`src/rtl/cpu_pkg.sv`:
```
// cpu_pkg: shared opcodes, datapath widths and flag bit positions for the 16-bit CPU
package cpu_pkg;
  localparam int DATA_W  = 16;
  localparam int RADDR_W = 4;
  localparam logic [3:0] OP_ADD    = 4'b0000;
  localparam logic [3:0] OP_SUB    = 4'b0001;
  localparam logic [3:0] OP_XOR    = 4'b0010;
  localparam logic [3:0] OP_RED    = 4'b0011;
  localparam logic [3:0] OP_SLL    = 4'b0100;
  localparam logic [3:0] OP_SRA    = 4'b0101;
  localparam logic [3:0] OP_ROR    = 4'b0110;
  localparam logic [3:0] OP_PADDSB = 4'b0111;
  localparam logic [3:0] OP_LW     = 4'b1000;
  localparam logic [3:0] OP_SW     = 4'b1001;
  localparam logic [3:0] OP_LLB    = 4'b1010;
  localparam logic [3:0] OP_LHB    = 4'b1011;
  localparam logic [3:0] OP_B      = 4'b1100;
  localparam logic [3:0] OP_BR     = 4'b1101;
  localparam logic [3:0] OP_PCS    = 4'b1110;
  localparam logic [3:0] OP_HLT    = 4'b1111;
  localparam int FLAG_Z = 0;
  localparam int FLAG_V = 1;
  localparam int FLAG_N = 2;
endpackage

```
`src/rtl/ex_mem_stage_if.sv`:
```
// ex_mem_stage_if: EX-side inputs, pipeline controls and registered MEM-side outputs
interface ex_mem_stage_if
  import cpu_pkg::*;
#(parameter int DW = DATA_W, parameter int AW = RADDR_W);
  logic          stall, flush;
  logic          ex_valid;
  logic [3:0]    ex_opcode;
  logic [DW-1:0] ex_result, ex_store_data;
  logic          ex_ovfl;
  logic [AW-1:0] ex_rd;
  logic          ex_reg_write, ex_mem_read, ex_mem_write, ex_halt;
  logic          mem_valid;
  logic [DW-1:0] mem_result, mem_store_data;
  logic [AW-1:0] mem_rd;
  logic          mem_reg_write, mem_mem_read, mem_mem_write, mem_halt;
  modport master (
    output stall, flush, ex_valid, ex_opcode, ex_result, ex_ovfl, ex_store_data, ex_rd,
           ex_reg_write, ex_mem_read, ex_mem_write, ex_halt,
    input  mem_valid, mem_result, mem_store_data, mem_rd,
           mem_reg_write, mem_mem_read, mem_mem_write, mem_halt
  );
  modport slave (
    input  stall, flush, ex_valid, ex_opcode, ex_result, ex_ovfl, ex_store_data, ex_rd,
           ex_reg_write, ex_mem_read, ex_mem_write, ex_halt,
    output mem_valid, mem_result, mem_store_data, mem_rd,
           mem_reg_write, mem_mem_read, mem_mem_write, mem_halt
  );
endinterface

```
`src/rtl/ex_mem_stage_flag_reg.sv`:
```
// flag_reg: architectural N/Z/V register with per-opcode update selection
module flag_reg
  import cpu_pkg::*;
#(parameter int DW = DATA_W) (
  input  logic          clk,
  input  logic          rst,
  input  logic          en,
  input  logic [3:0]    opcode,
  input  logic [DW-1:0] result,
  input  logic          ovfl,
  output logic          n,
  output logic          z,
  output logic          v
);
  logic [2:0] f;
  logic       arith, z_upd;
  assign arith = opcode == OP_ADD || opcode == OP_SUB;
  assign z_upd = arith || opcode == OP_XOR || opcode == OP_SLL || opcode == OP_SRA || opcode == OP_ROR;
  always_ff @(posedge clk) begin
    if (rst) f <= '0;
    else if (en) begin
      f[FLAG_Z] <= z_upd ? result == '0 : f[FLAG_Z];
      f[FLAG_N] <= arith ? result[DW-1] : f[FLAG_N];
      f[FLAG_V] <= arith ? ovfl : f[FLAG_V];
    end
  end
  assign n = f[FLAG_N];
  assign z = f[FLAG_Z];
  assign v = f[FLAG_V];
endmodule

```
`src/rtl/ex_mem_stage.sv`:
```
// ex_mem_stage: EX/MEM pipeline register with flags, stall, deferred flush and halt freeze
module ex_mem_stage
  import cpu_pkg::*;
#(parameter int DATA_W = cpu_pkg::DATA_W, parameter int RADDR_W = cpu_pkg::RADDR_W) (
  input  logic           clk,
  input  logic           rst,
  ex_mem_stage_if.slave  bus,
  output logic           flag_n,
  output logic           flag_z,
  output logic           flag_v,
  output logic           halted
);
  logic squash_pending, adv, kill, load;
  assign adv  = !bus.stall && !halted;
  assign kill = bus.flush || squash_pending;
  assign load = adv && bus.ex_valid && !kill;
  always_ff @(posedge clk) begin
    if (rst) begin
      squash_pending     <= 1'b0;
      halted             <= 1'b0;
      bus.mem_valid      <= 1'b0;
      bus.mem_result     <= '0;
      bus.mem_store_data <= '0;
      bus.mem_rd         <= '0;
      bus.mem_reg_write  <= 1'b0;
      bus.mem_mem_read   <= 1'b0;
      bus.mem_mem_write  <= 1'b0;
      bus.mem_halt       <= 1'b0;
    end else begin
      // a flush seen while stalled is held until the instruction finally advances
      squash_pending <= !adv && (squash_pending || (bus.flush && !halted));
      if (adv) begin
        halted             <= load && bus.ex_halt;
        bus.mem_valid      <= load;
        bus.mem_result     <= load ? bus.ex_result : '0;
        bus.mem_store_data <= load ? bus.ex_store_data : '0;
        bus.mem_rd         <= load ? bus.ex_rd : '0;
        bus.mem_reg_write  <= load && bus.ex_reg_write;
        bus.mem_mem_read   <= load && bus.ex_mem_read;
        bus.mem_mem_write  <= load && bus.ex_mem_write;
        bus.mem_halt       <= load && bus.ex_halt;
      end
    end
  end
  flag_reg #(.DW(DATA_W)) u_flags (
    .clk(clk), .rst(rst), .en(load), .opcode(bus.ex_opcode), .result(bus.ex_result),
    .ovfl(bus.ex_ovfl), .n(flag_n), .z(flag_z), .v(flag_v)
  );
endmodule

```
`src/flat_wrapper.sv`:
```
// flat-port wrapper written by rule: the top's interface ports become plain ports
module ex_mem_stage_flat import cpu_pkg::*;
#(parameter int DATA_W = cpu_pkg::DATA_W, parameter int RADDR_W = cpu_pkg::RADDR_W)
  (clk, rst, flag_n, flag_z, flag_v, halted, bus_stall, bus_flush, bus_ex_valid, bus_ex_opcode, bus_ex_result, bus_ex_ovfl, bus_ex_store_data, bus_ex_rd, bus_ex_reg_write, bus_ex_mem_read, bus_ex_mem_write, bus_ex_halt, bus_mem_valid, bus_mem_result, bus_mem_store_data, bus_mem_rd, bus_mem_reg_write, bus_mem_mem_read, bus_mem_mem_write, bus_mem_halt);
  ex_mem_stage_if bus_i ();
  input  logic clk;
  input  logic rst;
  output logic flag_n;
  output logic flag_z;
  output logic flag_v;
  output logic halted;
  input wire logic [$bits(bus_i.stall)-1:0] bus_stall;
  input wire logic [$bits(bus_i.flush)-1:0] bus_flush;
  input wire logic [$bits(bus_i.ex_valid)-1:0] bus_ex_valid;
  input wire logic [$bits(bus_i.ex_opcode)-1:0] bus_ex_opcode;
  input wire logic [$bits(bus_i.ex_result)-1:0] bus_ex_result;
  input wire logic [$bits(bus_i.ex_ovfl)-1:0] bus_ex_ovfl;
  input wire logic [$bits(bus_i.ex_store_data)-1:0] bus_ex_store_data;
  input wire logic [$bits(bus_i.ex_rd)-1:0] bus_ex_rd;
  input wire logic [$bits(bus_i.ex_reg_write)-1:0] bus_ex_reg_write;
  input wire logic [$bits(bus_i.ex_mem_read)-1:0] bus_ex_mem_read;
  input wire logic [$bits(bus_i.ex_mem_write)-1:0] bus_ex_mem_write;
  input wire logic [$bits(bus_i.ex_halt)-1:0] bus_ex_halt;
  output wire logic [$bits(bus_i.mem_valid)-1:0] bus_mem_valid;
  output wire logic [$bits(bus_i.mem_result)-1:0] bus_mem_result;
  output wire logic [$bits(bus_i.mem_store_data)-1:0] bus_mem_store_data;
  output wire logic [$bits(bus_i.mem_rd)-1:0] bus_mem_rd;
  output wire logic [$bits(bus_i.mem_reg_write)-1:0] bus_mem_reg_write;
  output wire logic [$bits(bus_i.mem_mem_read)-1:0] bus_mem_mem_read;
  output wire logic [$bits(bus_i.mem_mem_write)-1:0] bus_mem_mem_write;
  output wire logic [$bits(bus_i.mem_halt)-1:0] bus_mem_halt;
  assign bus_i.stall = bus_stall;
  assign bus_i.flush = bus_flush;
  assign bus_i.ex_valid = bus_ex_valid;
  assign bus_i.ex_opcode = bus_ex_opcode;
  assign bus_i.ex_result = bus_ex_result;
  assign bus_i.ex_ovfl = bus_ex_ovfl;
  assign bus_i.ex_store_data = bus_ex_store_data;
  assign bus_i.ex_rd = bus_ex_rd;
  assign bus_i.ex_reg_write = bus_ex_reg_write;
  assign bus_i.ex_mem_read = bus_ex_mem_read;
  assign bus_i.ex_mem_write = bus_ex_mem_write;
  assign bus_i.ex_halt = bus_ex_halt;
  assign bus_mem_valid = bus_i.mem_valid;
  assign bus_mem_result = bus_i.mem_result;
  assign bus_mem_store_data = bus_i.mem_store_data;
  assign bus_mem_rd = bus_i.mem_rd;
  assign bus_mem_reg_write = bus_i.mem_reg_write;
  assign bus_mem_mem_read = bus_i.mem_mem_read;
  assign bus_mem_mem_write = bus_i.mem_mem_write;
  assign bus_mem_halt = bus_i.mem_halt;
  ex_mem_stage #(.DATA_W(DATA_W), .RADDR_W(RADDR_W)) u_core (.clk(clk), .rst(rst), .bus(bus_i), .flag_n(flag_n), .flag_z(flag_z), .flag_v(flag_v), .halted(halted));
endmodule
```
`config.mk`:
```
export PLATFORM = sky130hd
export DESIGN_NAME = ex_mem_stage_flat
export DESIGN_NICKNAME = d
export VERILOG_FILES = /design/src/rtl/cpu_pkg.sv /design/src/rtl/ex_mem_stage_if.sv /design/src/rtl/ex_mem_stage_flag_reg.sv /design/src/rtl/ex_mem_stage.sv /design/src/flat_wrapper.sv
export SDC_FILE = /design/constraint.sdc
export NUM_CORES = 1
export LEC_CHECK = 0
export BUFFER_PORTS_ARGS = -buffer_cell sky130_fd_sc_hd__buf_2
export CORE_MARGIN = 2
export CORE_UTILIZATION = 45
export CTS_CLUSTER_DIAMETER = 30
export DETAILED_ROUTE_END_ITERATION = 6
export HOLD_SLACK_MARGIN = 0.06
export PLACE_DENSITY = 0.82
export SLEW_MARGIN = 20
export SYNTH_ARGS = -nofsm -noshare
export SYNTH_HDL_FRONTEND = slang
export SYNTH_SLANG_ARGS = --single-unit
```
`constraint.sdc`:
```
create_clock -name clk -period 2.6 [get_ports clk]
set_input_delay 0.13 -clock clk [delete_from_list [all_inputs] [get_ports clk]]
set_output_delay 0.13 -clock clk [all_outputs]
set_load 0.02 [all_outputs]
```
==> metrics, run 1 <==
layout cells sized above 1=55.30%; Slew Limit Fails=0; GR Util All Layers=24.74%; Pwr Total=1255 µW; fmax=429.0 MHz; initial antenna violation count=0; Clock Tree Buf Depth=2; core region area=0.003337 mm²; fin nets=313; RSZ-0062 raised after global routing=no; WP data arrival=2640 ps; number of maximum-capacitance violations=0; CP Max Fanout=4; largest cells by area after synthesis=dfxtp_1 58%, a22o_2 23%, buf_6 2.9%, a22o_1 1.7%, nor4_1 1.6%; Syn Std Cell Area=0.001567 mm²; Min-Delay Startpoint=bus_ex_halt; crit start category=flip-flop; post-synth cell types=24; DRT Pass-1 Iters=4; final hold vios=0; std cell rows=21; DRC=0; Hold Path Cell Cnt=4; YS warnings=0; Sw Ratio=24.89%; Synth top cells by count=45 x dfxtp_1, 36 x a22o_2, 5 x clkbuf_1; Setup Buffers After CTS=0; CTS tree=built; n_diodes=0; Iter 0 DRT Violations=125; Synth top area share=57.51%; vias in the first global route=1,551; critical path class=flip-flop to flip-flop; peak supply drop=0.3610 mV; Gate power share=15.1%; Tightest Pin Transition=643.2 ps; die height=63 µm; R2R Setup Slk=270 ps; Clock Power Share=27.8%; Die Wd=63 µm; area grow syn2layout=63.34%; fillers=245; CTS buffer count=5; # IOs=95; H-tree levels=2; WHS Endpoint=u_core.halted; via count=1,591; Int Power=942.9 µW; CP Launch Point=u_core.squash_pending; Hold Crit Class=primary input to flip-flop; largest net degree at the start of global routing=41; sequential share of power=57.1%; grt total ovfl=0; Clock Skew=13.11 ps; Die ar.=0.003969 mm²; DRT Wirelength=4701 µm; Pwr Density=490.6 mW/mm²; Worst R2R End=u_core.u_flags.f[2]; FF+latch count, synth=45; global-route wire length before repair=7458 µm; gpl congestion=0.7469; PortBufs=94; Tmin final=2331 ps; worst r2r src=u_core.squash_pending; ys flop type=dfxtp_1; r2r worst-path depth=5; Gate Count Post-Synth=126; CTS Sinks=45; Final Cycle Share=89.66%; top-count cell post-synth=dfxtp_1; Req. time, crit path=2910 ps; sequential-to-total area share from yosys stat=57.51%; initial core utilization=46.94%; Leak=0.001240 µW; Avg Vias per Cell=5.132; hpwl dp=2655 µm; CTS root buf=clkbuf_4; worst-skew pair later-pin latency=360 ps; largest area contributor in the netlist=dfxtp_1; Antenna Nets Post-Route=0; Syn Nets=176; syn_area_per_cell=12.43 µm²; Sw Pwr=312.5 µW; outcome=complete, no violations; Async SR Flop Fraction=0%; CP endpoint kind=flip-flop; Routed wire per std cell=15.16 µm; relative slew slack=56.52%; Fin Setup TNS=0 ps; Clk pin slew, worst setup/hold paths=130 ps; Post-synth EDFFs=0; final setup violation count=0
==> cells in the final DEF, fill, tap and decap left out, types with 2 or more instances in the layout <==
master	count
a22o_1	3
dlygate4sd3_1	44
a22o_2	36
dfxtp_1	45
buf_2	94
nand3_1	3
nor2_1	3
inv_1	2
nor3_1	2
o21ai_0	2
nor4_1	4
a21oi_1	4
clkbuf_4	5
==> critical path, cell delays in order, from the launching register on <==
cell           delay [ps]
dfxtp_1               350
nor4b_1               560
nand3_1               130
dlygate4sd3_1         580
a21oi_1               110
dlygate4sd3_1         550
==> logic make-up (layout without fill, tap and decap cells) <==
kind of cell | count (synthesis) | count (layout) | share of synthesized area, %
buffers and inverters | 12 | 150 | 5.032
AND/OR/NAND/NOR | 20 | 20 | 8.706
flip-flops | 45 | 45 | 57.51
AO/OA/AOI/OAI | 49 | 49 | 28.76
==> stage by stage <==
step | hold WS (ps) | instances | utilization (%) | worst slack (ps) | cell area (µm²)
global route | 104.4 | 310 | 76.68 | 182.8 | 2559
floorplan | 262.6 | 126 | - | 1251 | 1567
global placement | 347.1 | 258 | 61.53 | 1095 | 2053
finish | 110.2 | 310 | 76.68 | 268.9 | 2559
detailed placement | 354.1 | 258 | 61.53 | 1058 | 2053
CTS | 62.97 | 309 | 76.38 | 276.3 | 2549
==> layout make-up <==
| cell class | count | area [µm²] | area share, % |
|---|---|---|---|
| sequential | 45 | 900.9 | 35.21 |
| multi-input combinational | 69 | 589.3 | 23.03 |
| tap | 46 | 57.56 | 2.249 |
| timing repair buffer | 140 | 938.4 | 36.67 |
| clock inverter | 2 | 13.76 | 0.5379 |
| inverter | 2 | 7.507 | 0.2934 |
| clock buffer | 6 | 51.30 | 2.005 |
==> state kept, by name (all words and copies together), names as in the netlist <==
name and flops:
u_core.halted 1, u_core.squash_pending 1, u_core.bus.mem_mem_write 1, u_core.bus.mem_reg_write 1, u_core.u_flags.f 3, u_core.bus.mem_rd 4, u_core.bus.mem_mem_read 1, u_core.bus.mem_store_data 16
u_core.bus.mem_result 16, u_core.bus.mem_valid 1
==> how the worst max path moves through the flow <==
stage	to	slack, ps
6_report	u_core.u_flags.f[2]	270
5_1_grt	u_core.u_flags.f[2]	180
4_1_cts	u_core.u_flags.f[2]	280
3_5_place_dp	u_core.bus.mem_rd[0]	1060
3_3_place_gp	u_core.bus.mem_result[0]	1100
2_1_floorplan	u_core.bus.mem_rd[0]	1250
==> what timing repair did <==
item | 4_1_cts | 5_1_grt
hold buffers | 43 | 1
gates resized for setup | 0 | 0
endpoints found under the hold margin | 41 | 1
==> layer usage <==
layer	GRT usage [%]	part of all wire [%]	vias to the layer above
met3	6.126	5.3	12
met1	27.95	39	751
li1	-	-	761
met2	43.35	53	67
met4	11.67	2.7	0
met5	0	0	-
==> power groups by stage <==
| stage | Combinational (µW) | Clock [µW] | Sequential, µW |
|---|---|---|---|
| after floorplan | 48.8 | 0 | 751 |
| after global placement | 135 | 0 | 731 |
| after detailed placement | 136 | 0 | 731 |
| after CTS | 183 | 356 | 716 |
| after global routing | 202 | 400 | 720 |
| final | 189 | 349 | 717 |
No activity file was read; power rests on OpenSTA's default activity.
==> run 2, diff against run 1 <==
--- a/config.mk
+++ b/config.mk
@@ -6,7 +6,8 @@
 export NUM_CORES = 1
 export LEC_CHECK = 0
 export BUFFER_PORTS_ARGS = -buffer_cell sky130_fd_sc_hd__buf_2
-export CORE_MARGIN = 2
+export CAP_MARGIN = 20
+export CORE_MARGIN = 4
 export CORE_UTILIZATION = 45
 export CTS_CLUSTER_DIAMETER = 30
 export DETAILED_ROUTE_END_ITERATION = 6
==> metrics, run 2 (synthesis gave the netlist of run 1 again) <==
outcome=complete, no violations (unchanged); hpwl dp=2777 µm (was 2655 µm); relative slew slack=72.00% (was 56.52%); WHS Endpoint=u_core.halted (unchanged); CTS Sinks=45 (unchanged); Fin Hold WS=74.70 ps (was 110.2 ps); Hold Path Cell Cnt=2 (was 4); Setup Buffers After CTS=0 (unchanged); Routed wire per std cell=15.48 µm (was 15.16 µm); Hold Crit Class=primary input to flip-flop (unchanged); WP data arrival=2610 ps (was 2640 ps); Die Wd=67 µm (was 63 µm); Leak=0.001238 µW (was 0.001240 µW); largest registers=u_core.bus.mem_result: 16 flops, u_core.bus.mem_store_data: 16 flops, u_core.bus.mem_rd: 4 flops (unchanged); Pwr Density=510.3 mW/mm² (was 490.6 mW/mm²); DRT Pass-1 Iters=4 (unchanged); final worst slack=299.7 ps (was 268.9 ps); commonest non-fill, non-tap cells in the layout=94 x buf_2, 45 x dfxtp_1, 44 x dlygate4sd3_1 (unchanged); Die ar.=0.004489 mm² (was 0.003969 mm²); final setup violation count=0 (unchanged); dpl ws=1089 ps (was 1058 ps); global-route wire length before repair=7445 µm (was 7458 µm); Slew Limit Fails=0 (unchanged); Req. time, crit path=2910 ps (about the same); Clk pin slew, worst setup/hold paths=130 ps (about the same); fin nets=313 (unchanged); worst-skew pair later-pin latency=360 ps (about the same); fin util=76.79% (was 76.68%); Clock Tree Buf Depth=2 (unchanged); DRC=0 (unchanged); largest net degree at the start of global routing=41 (unchanged); Antenna Nets Post-Route=0 (unchanged); cell area after layout=0.002562 mm² (was 0.002559 mm²); CTS tree=built (unchanged); Final Cycle Share=88.47% (was 89.66%); number of maximum-capacitance violations=0 (unchanged); initial core utilization=46.94% (unchanged); via count=1,570 (was 1,591); R2R Setup Slk=300 ps (was 270 ps); crit start category=flip-flop (unchanged); fillers=243 (was 245); Tmin final=2300 ps (was 2331 ps); final hold vios=0 (unchanged); fmax=434.7 MHz (was 429.0 MHz); vias in the first global route=1,626 (was 1,551); area post-placement=0.002041 mm² (was 0.002053 mm²); CP endpoint kind=flip-flop (unchanged); layout cells sized above 1=55.51% (was 55.30%); grt total ovfl=0 (unchanged); RSZ-0062 raised after global routing=no (unchanged); area grow syn2layout=63.58% (was 63.34%); std cell rows=21 (unchanged); PortBufs=94 (unchanged); GR Util All Layers=22.52% (was 24.74%); core region area=0.003337 mm² (unchanged); Worst R2R End=u_core.u_flags.f[1] (was u_core.u_flags.f[2]); r2r worst-path depth=5 (unchanged); Tightest Pin Transition=419.0 ps (was 643.2 ps); peak supply drop=0.4328 mV (was 0.3610 mV); gpl congestion=0.7133 (was 0.7469); Fin Setup TNS=0 ps (unchanged); most common cell after layout, fill and taps aside=buf_2 (unchanged); critical path class=flip-flop to flip-flop (unchanged); Clock Skew=10.23 ps (was 13.11 ps); Avg Vias per Cell=5.065 (was 5.132); initial antenna violation count=0 (unchanged); DRT Wirelength=4799 µm (was 4701 µm); CP Max Fanout=8 (was 4); CTS buffer count=5 (unchanged); # IOs=95 (unchanged); Min-Delay Startpoint=rst (was bus_ex_halt); Iter 0 DRT Violations=102 (was 125); worst r2r src=u_core.halted (was u_core.squash_pending); CTS root buf=clkbuf_4 (unchanged); die height=67 µm (was 63 µm); H-tree levels=2 (unchanged)
==> run 2: report_power, final <==
group          internal (µW)  leakage (µW)  switching, µW
Sequential               706      0.000365           10.4
Combinational            101      0.000832           83.6
Clock                    196     0.0000411            210
Total                   1000       0.00124            304
==> run 2: critical path, cell delays in order, from the launching register on <==
cell and delay (ps):
dfxtp_1 410, nor4_1 410, nand3_1 130, dlygate4sd3_1 580
a21oi_1 140, dlygate4sd3_1 580
==> run 2: worst max-delay path by stage <==
stage	start	end	depth (start not counted)
finish	u_core.halted	u_core.u_flags.f[1]	5
detailed placement	u_core.squash_pending	u_core.bus.mem_store_data[7]	4
global placement	u_core.squash_pending	u_core.bus.mem_result[3]	4
global route	u_core.halted	u_core.u_flags.f[1]	5
CTS	u_core.squash_pending	u_core.u_flags.f[1]	5
floorplan	u_core.halted	u_core.bus.mem_rd[0]	4
==> run 2: layout make-up <==
class / instances / area (µm²) / share of cell area [%]
Antenna cell: 1 / 2.502 / 0.09766
Clock buffer: 5 / 37.54 / 1.465
Clock inverter: 2 / 35.03 / 1.367
Inverter: 2 / 7.507 / 0.2930
Multi-Input combinational cell: 69 / 595.6 / 23.24
Sequential cell: 45 / 900.9 / 35.16
Tap cell: 46 / 57.56 / 2.246
Timing Repair Buffer: 140 / 925.9 / 36.13
==> run 2: stage by stage <==
stage / cells / power [µW]
2_1_floorplan: 126 / 799.9
3_3_place_gp: 258 / 863.5
3_5_place_dp: 258 / 864.4
4_1_cts: 309 / 1312
5_1_grt: 309 / 1360
6_report: 310 / 1308
==> run 2: metal layers <==
layer | vias up | share of wire (%) | wire length [µm] | global-route usage [%]
met5 | - | 0 | 0 | 0
met3 | 10 | 6.3 | 303 | 4.384
met2 | 71 | 53 | 2565 | 38.65
li1 | 756 | - | - | -
met1 | 733 | 38 | 1802 | 25.26
met4 | 0 | 2.6 | 127 | 13.92
==> run 2: what timing repair did <==
item | 4_1_cts | 5_1_grt
resized for setup | 0 | 1
endpoints found under the setup margin | 0 | 1
hold buffers | 44 | 0
endpoints found under the hold margin | 41 | 0
==> run 3, diff against run 2 <==
--- a/config.mk
+++ b/config.mk
@@ -5,14 +5,15 @@
 export SDC_FILE = /design/constraint.sdc
 export NUM_CORES = 1
 export LEC_CHECK = 0
+export ABC_AREA = 1
 export BUFFER_PORTS_ARGS = -buffer_cell sky130_fd_sc_hd__buf_2
 export CAP_MARGIN = 20
 export CORE_MARGIN = 4
-export CORE_UTILIZATION = 45
+export CORE_UTILIZATION = 47
 export CTS_CLUSTER_DIAMETER = 30
 export DETAILED_ROUTE_END_ITERATION = 6
-export HOLD_SLACK_MARGIN = 0.06
-export PLACE_DENSITY = 0.82
+export HOLD_SLACK_MARGIN = 0.02
+export PLACE_DENSITY = 0.83
 export SLEW_MARGIN = 20
 export SYNTH_ARGS = -nofsm -noshare
 export SYNTH_HDL_FRONTEND = slang
==> metrics, run 3 <==
outcome=complete, no violations (unchanged); Fin Setup TNS=0 ps (unchanged); critical path class=flip-flop to flip-flop (unchanged); dpl ws=1172 ps (was 1089 ps); PortBufs=94 (unchanged); Antenna Nets Post-Route=0 (unchanged); Hold Path Cell Cnt=3 (was 2); Final Cycle Share=55.87% (was 88.47%); largest net degree at the start of global routing=43 (was 41); std cell rows=21 (unchanged); Hold Crit Class=primary input to flip-flop (unchanged); vias in the first global route=1,618 (was 1,626); Synth top cells by count=81 x nand2_1, 45 x dfxtp_1, 42 x a21oi_1, 15 x nor2_1, 8 x nand2_2 (was 45 x dfxtp_1, 36 x a22o_2, 5 x clkbuf_1); Clk pin slew, worst setup/hold paths=120 ps (was 130 ps); r2r worst-path depth=5 (unchanged); Pwr Density=529.8 mW/mm² (was 510.3 mW/mm²); Setup Buffers After CTS=0 (unchanged); CTS root buf=clkbuf_4 (unchanged); commonest non-fill, non-tap cells in the layout=94 x buf_2, 81 x nand2_1, 45 x dfxtp_1 (was 94 x buf_2, 45 x dfxtp_1, 44 x dlygate4sd3_1); Crit path largest cell delay=450 ps (was 580 ps); Clock Power Share=32.8% (was 31.0%); Worst path depth=5 (unchanged); Routed wire per std cell=12.06 µm (was 15.48 µm); via count=1,831 (was 1,570); largest area contributor in the netlist=dfxtp_1 (unchanged); YS warnings=0 (unchanged); Clock Skew=4.535 ps (was 10.23 ps); Avg Vias per Cell=4.731 (was 5.065); Int Power=1020 µW (was 1004 µW); grt total ovfl=0 (unchanged); Clock Tree Buf Depth=2 (unchanged); DRC=0 (unchanged); Pwr Total=1338 µW (was 1308 µW); number of maximum-capacitance violations=0 (unchanged); CTS buffer count=5 (unchanged); relative slew slack=54.44% (was 72.00%); Tightest Pin Transition=683.4 ps (was 419.0 ps); DRT Pass-1 Iters=4 (unchanged); Die ar.=0.004677 mm² (was 0.004489 mm²); cells along the critical path=nor2_2 -> nand2_2 -> nor2_8 -> nand2_1 -> o21ai_0 (was nor4_1 -> nand3_1 -> dlygate4sd3_1 -> a21oi_1 -> dlygate4sd3_1); Req. time, crit path=2880 ps (was 2910 ps); sequential share of power=53.4% (was 54.8%); syn_area_per_cell=7.687 µm² (was 12.43 µm²); post-synth cell types=18 (was 24); Gate Count Post-Synth=223 (was 126); Post-synth EDFFs=0 (unchanged); H-tree levels=2 (unchanged); largest cells by area after synthesis=dfxtp_1 53%, nand2_1 18%, a21oi_1 12%, nor2_1 3.3%, nand2_2 2.9% (was dfxtp_1 58%, a22o_2 23%, buf_6 2.9%, a22o_1 1.7%, nor4_1 1.6%); area grow syn2layout=47.37% (was 63.58%); FF+latch count, synth=45 (unchanged); Syn Nets=273 (was 176); ys flop type=dfxtp_1 (unchanged); Async SR Flop Fraction=0% (unchanged); WP data arrival=1730 ps (was 2610 ps); Iter 0 DRT Violations=90 (was 102); core region area=0.003416 mm² (was 0.003337 mm²); die height=68.39 µm (was 67 µm); fillers=279 (was 243); Synth top area share=52.55% (was 57.51%); hpwl dp=2962 µm (was 2777 µm); Gate power share=13.7% (was 14.1%); global-route wire length before repair=6941 µm (was 7445 µm); number of buffers and inverters on the critical path=0 (was 2); GR Util All Layers=19.91% (was 22.52%); worst-skew pair later-pin latency=350 ps (was 360 ps); layout cells sized above 1=33.14% (was 55.51%); DRT Wirelength=4667 µm (was 4799 µm); # IOs=95 (unchanged); largest registers=u_core.bus.mem_result: 16 flops, u_core.bus.mem_store_data: 16 flops, u_core.bus.mem_rd: 4 flops (unchanged); cell area after layout=0.002526 mm² (was 0.002562 mm²); initial antenna violation count=0 (unchanged); final hold vios=0 (unchanged); R2R Setup Slk=1150 ps (was 300 ps); area post-placement=0.002161 mm² (was 0.002041 mm²); fin util=73.96% (was 76.79%); CP endpoint kind=flip-flop (unchanged); CP delay by family, top=simple AND/OR/NAND/NOR gates (was buffers and inverters); initial core utilization=50.18% (was 46.94%); top-count cell post-synth=nand2_1 (was dfxtp_1); peak supply drop=0.5237 mV (was 0.4328 mV); gpl congestion=0.8006 (was 0.7133); n_diodes=0 (was 1); CTS Sinks=45 (unchanged); crit start category=flip-flop (unchanged); CP Max Fanout=42 (was 8); CTS tree=built (unchanged); fmax=688.4 MHz (was 434.7 MHz); final worst slack=1147 ps (was 299.7 ps); Sw Pwr=318.4 µW (was 304.0 µW); final setup violation count=0 (unchanged); RSZ-0062 raised after global routing=no (unchanged); slowest CP cell=nor2_8 (was dlygate4sd3_1); Die Wd=68.39 µm (was 67 µm); Syn Std Cell Area=0.001714 mm² (was 0.001567 mm²); Sw Ratio=23.79% (was 23.25%); Leak=0.001192 µW (was 0.001238 µW); Slew Limit Fails=0 (unchanged); Tmin final=1453 ps (was 2300 ps); most common cell after layout, fill and taps aside=buf_2 (unchanged); fin nets=390 (was 313); sequential-to-total area share from yosys stat=52.55% (was 57.51%)
run 3: cell count changes in the layout (fill, tap and decap cells not counted), moves of 4 or more:
cell | before | now
nor4_1 | 4 | 0
nand2_2 | 0 | 8
dlygate4sd3_1 | 44 | 28
nand2_1 | 0 | 81
inv_1 | 2 | 7
nor2_1 | 3 | 15
a22o_2 | 36 | 0
a21oi_1 | 4 | 42
run 3: final timing paths:
check                                               start                   endpoint
worst max-delay path                u_core.squash_pending   u_core.bus.mem_result[5]
worst min-delay path                     bus_ex_result[3]   u_core.bus.mem_result[3]
worst min register to register  u_core.bus.mem_result[11]  u_core.bus.mem_result[11]
worst max register to register      u_core.squash_pending   u_core.bus.mem_result[5]
run 3: area by class of cell:
type,instances,area (µm²),area share (%)
clock buffer,7,55.05,2.179
clock inverter,1,30.03,1.189
inverter,8,30.03,1.189
multi-input combinational,157,694.4,27.49
sequential,45,900.9,35.66
tap,46,57.56,2.278
timing repair buffer,123,758.2,30.01
run 3: layer usage:
metal / up-vias / track usage [%] / part of all wire [%]
li1: 939 / - / -
met1: 805 / 21.67 / 39
met2: 71 / 34.92 / 50
met3: 16 / 5.747 / 7.4
met4: 0 / 9.677 / 2.7
met5: - / 0 / 0
run 3: timing repair:
item	4_1_cts	5_1_grt
resized for setup	0	0
endpoints found under the hold margin	27	1
hold buffers	27	1
run 3: power by group through the flow:
stage	combinational [µW]	clock, µW	sequential [µW]
floorplan	66.7	0	751
CTS	182	449	715
global route	201	472	718
global placement	149	0	730
detailed placement	151	0	730
finish	184	440	715
run 3: metrics by stage:
step	std cells	hold slack, ps
2_1_floorplan	223	264.9
5_1_grt	387	23.02
4_1_cts	386	24.41
6_report	387	34.00
3_5_place_dp	351	384.5
3_3_place_gp	351	383.0
run 3: tightest hold or removal path, stage by stage:
cell and delay (ps):
buf_2 100, nand2_1 60, a21oi_1 50
run 3: logic make-up after synthesis:
group / synth area share, %
flops: 52.55
simple gates: 27.66
compound gates: 12.85
buf+inv: 6.934
